[config.mk]
export PLATFORM = sky130hd
export DESIGN_NAME = sat_counter
export DESIGN_NICKNAME = d
export VERILOG_FILES = /design/src/rtl/sat_counter.sv
export SDC_FILE = /design/constraint.sdc
export NUM_CORES = 1
export LEC_CHECK = 0
export CAP_MARGIN = 40
export CORE_AREA = 2 2 39 41
export DETAILED_ROUTE_END_ITERATION = 7
export DIE_AREA = 0 0 41 43
export GPL_TIMING_DRIVEN = 1
export PLACE_DENSITY = 0.66
export SLEW_MARGIN = 20
export SYNTH_ARGS = -nofsm -noshare
export SYNTH_HDL_FRONTEND = slang
export SYNTH_SLANG_ARGS = --single-unit
[constraint.sdc]
create_clock -name clk -period 2.1 [get_ports clk]
set_input_delay 0.42 -clock clk [delete_from_list [all_inputs] [get_ports clk]]
set_output_delay 0.42 -clock clk [all_outputs]
set_load 0.1 [all_outputs]
[src/rtl/sat_counter.sv]
// Up-counter that sticks at all-ones; synchronous clear has priority over increment.
module sat_counter #(
  parameter int unsigned W = 8
) (
  input  logic         clk,
  input  logic         rst_n,
  input  logic         clr,
  input  logic         inc,
  output logic [W-1:0] count
);

  localparam logic [W-1:0] MAX = {W{1'b1}};

  always_ff @(posedge clk or negedge rst_n) begin
    if (!rst_n) begin
      count <= '0;
    end else if (clr) begin
      count <= '0;
    end else if (inc && (count != MAX)) begin
      count <= count + W'(1);
    end
  end

endmodule

# --- Word level (Yosys, flattened, before mapping) ---
# Index checks and enable logic that the tools add are counted.
word_totals:
  out_inout_bits: 8
  ff_bits: 8
  elab_cells: 7
  in_bits: 4
op_classes:
  n_reduce_logical: 2
  eq_ne: 1
  n_mux: 2
  add_sub_neg: 1
op_table:
  columns: ["op", "count"]
  rows:
  - ["$mux W8", 2]
  - ["$add A8 B1 Y8 const B", 1]
  - ["$ne A8 B8 Y1 const B", 1]
  - ["$reduce_bool A2 Y1", 1]
  - ["$logic_and A1 B1 Y1", 1]

# --- Longest topological paths before layout ---
depth:
  depth_word: 4
  mapped_depth: 4
  mapped_depth_nobuf: 4

# --- Worst setup path before layout ---
# OpenSTA, ideal clock, no wires.
synth_timing:
  path_type: "register to register"
  start: "register count[0]"
  end: "register count[0]"
  path_buffers: 0
  setup_slack_ns: -0.035
  t_arrival_ns: 2.010
  stages_incl_launch_ff: 5
  synth_period_minus_slack_ns: 2.135
  t_required_ns: 1.975
  setup_ns: 0.125
  path_cell_list: "dfrtp_1 -> ha_1 -> and4_2 -> a21boi_1 -> mux2_2"
synth_between:
  elab_chain_len: 3
  word_cells_on_any_way: 6
  classes_between: "add/sub (1); eq/ne (1); mux (2); reduce/logical (2)"
synth_rtl:
  columns: ["element", "line_no", "source"]
  rows:
  - ["start, declared", "9", "output logic [W-1:0] count"]
  - ["start signal, assigned", "20", "count <= count + W'(1);"]
  - ["$add A8 B1 Y8 / $ne A8 B8 Y1 (equally long branches)", "20, 19", null]
  - ["$mux W8 / $logic_and A1 B1 Y1 (equally long branches)", "19", "end else if (inc && (count != MAX)) begin"]
  - ["$mux W8 / $reduce_bool A2 Y1 (equally long branches)", null, null]
# Several ways; a longest one is shown, not always the timed one. The select of a mux whose other input is x is not followed.
# A chain may end at the register's enable or synchronous reset.

# --- Final worst setup path ---
# Same ends and word-level chain as after synthesis.

==> flow_summary.json <==
{
  "outcome": "completed",
  "syn_area_um2": 464.2,
  "yosys.area_share.simple_pct": 31.00,
  "grt_overflow": 0,
  "ir_worst_vdd_mv": 0.2778,
  "drive_gt1_share_pct": 29.03,
  "io_buffers": 11,
  "setup_tns_ps": 0,
  "die-area_um2": 1763,
  "endpoint_kind": "flop",
  "path_cells": "ha_1 > and4_2 > a21boi_1 > mux2_2",
  "yosysWarnings": 0,
  "cp_slowest_stage_delay_ps": 440,
  "max-clock-path-buffers": 2,
  "ctsHoldBuffers": 0,
  "cts_tree": "built",
  "top_register": "count",
  "finClkSkew_ps": 3.907,
  "core_area_um2": 1384,
  "viasPerCell": 5.513,
  "hold_viol_final": 0,
  "drv_slew": 0,
  "synthTopCellsByCount": "dfrtp_1, nor3_1, a21oi_1, nand2b_1, nor2b_1",
  "report.power.total_mw": 0.3439,
  "post_dp_cell_area_um2": 575.6,
  "synthMuxAreaShare_pct": 7.008,
  "cp.required_ps": 2240,
  "max_freq_mhz": 591.3,
  "drc": 0,
  "top_regs": "count (8)",
  "grt_max_degree": 12,
  "post-synth-top-count-cell": "dfrtp_1",
  "synth_area_leaders": "dfrtp_1, mux2_2, nor3_1",
  "drt_iter0_drc": 8,
  "postSynth.asyncResetShare_pct": 100.0,
  "synthAdderAreaFrac_pct": 2.695,
  "gp_congestion": 0.7247,
  "rows": 14,
  "cts_sinks": 8,
  "rsz0062_at_grt": "false",
  "fin_crit_ps": 1691,
  "synth_top_area_share_pct": 43.13,
  "cp_num_buf_inv": 0,
  "clkTransAtPathRegs_ps": 50,
  "grt_pass1_vias": 341,
  "cts_max_level": 1,
  "synth_xor_area_share_pct": 0,
  "multi_input_area_um2": 247.7,
  "initial_utilization_pct": 33.54,
  "cts_buffers": 3,
  "avgSynthCellArea_um2": 9.473,
  "netlist_instances": 49,
  "avgRoutedWirePerCell_um": 13.22,
  "ys.flop_type": "dfrtp_1",
  "synth_top_family_by_area": "simple AND/OR/NAND/NOR gates",
  "floorplan.io_pins": 12,
  "arrival_ps": 1830,
  "drtPass1Iterations": 4,
  "crit_slowest_cell": "dfrtp_2",
  "cts_setup_buffers": 0,
  "antenna_left": 0,
  "wl_met2_um": 437,
  "layout.nets": 69,
  "insertion_delay_ps": 260,
  "area_growth_pct": 28.84,
  "path_delay_family": "flip-flops",
  "vias": 430,
  "wl_met3_um": 54,
  "slew_headroom_pct": 72.70,
  "synth_nets": 54,
  "yosys.area.top_type": "dfrtp_1",
  "met1_length_um": 497,
  "root_buffer": "clkbuf_4",
  "worstPathMaxFanout": 7,
  "path_class": "reg2reg",
  "start_kind": "flop",
  "n_fill_cell": 141,
  "synth_edf_count": 0,
  "worst_slew_pin_slew_ps": 399.2,
  "synth.yosys.seq_area_share_pct": 43.13,
  "fin_area_um2": 598.1,
  "hold_class": "in2async",
  "antenna_cells": 0,
  "drt_wl_total_um": 1031,
  "grt_use_total_pct": 13.84,
  "antenna_found_initial": 0,
  "seqCellArea_um2": 202.7,
  "p_leak_nw": 0.2561,
  "setup_viol": 0,
  "utilization_pct": 43.22,
  "largest_reg_flops": 8,
  "fp.dieH_um": 43,
  "synth_compound_area_share_pct": 12.67,
  "post-route-period-util_pct": 80.53,
  "cts_resized": 0,
  "ys_ff_latch": 8,
  "p_per_area_nw_per_um2": 574.9,
  "routed.top_layer": "met4",
  "drv_cap": 0,
  "grt_pass1_wl_um": 1518,
  "die_x_um": 41,
  "ys_types": 28
}
==> area by class of cell <==
class                   instances  share of cell area [%]
repair buffers                 12                   16.32
multi-input cells              37                   41.42
well taps                      16                   3.347
inverters                       2                   1.255
clock buffers                   3                   3.766
flip-flops and latches          8                   33.89
==> final timing paths <==
kind                       depth (start not counted)       end     start  slack [ps]
max                                                4  count[0]  count[0]         410
max in group asynchronous                          1  count[1]     rst_n        1350
min                                                1  count[4]     rst_n         450
min in group clk                                   2  count[7]  count[7]         590
max reg2reg                                        4  count[0]  count[0]         410
min reg2reg                                        2  count[7]  count[7]         590
==> cell usage in the layout (no fill, tap or decap), types with 2 or more instances in the layout <==
master,instances
buf_4,9
dfrtp_2,2
nand2_1,2
clkdlybuf4s50_1,3
nor3_1,4
a21oi_1,3
nand2b_1,3
inv_1,2
mux2_2,2
dfrtp_1,6
nand3_1,2
nor2_1,2
clkbuf_4,3
nor2b_1,3
==> power by group <==
group	switching, mW	leakage, nW	internal [mW]
sequential	0.00594	0.107	0.159
clock	0.0523	0.0138	0.0654
combinational	0.0431	0.135	0.0183
total	0.101	0.256	0.242
==> through the flow <==
step | cells | worst slack (ps) | hold slack (ps)
global route | 78 | 321.4 | 478.9
finish | 78 | 408.8 | 451.6
floorplan | 49 | 196.1 | 124.4
detailed placement | 75 | 347.5 | 578.0
global placement | 75 | 378.1 | 573.4
CTS | 78 | 415.4 | 462.9
==> routing by layer <==
metal,global-route usage [%],up-vias
li1,-,208
met1,18.03,201
met2,17.19,16
met3,4.712,5
met4,12.00,0
met5,0,-
==> logic make-up (layout without fill, tap and decap cells) <==
| group | after synthesis | in the layout |
|---|---|---|
| multiplexers | 3 | 3 |
| buffers and inverters | 4 | 17 |
| AND/OR/NAND/NOR | 24 | 24 |
| adder cells (fa/ha/maj) | 1 | 1 |
| AO/OA/AOI/OAI | 9 | 9 |
| flip-flops | 8 | 8 |
(Power assumes the default switching activity.)
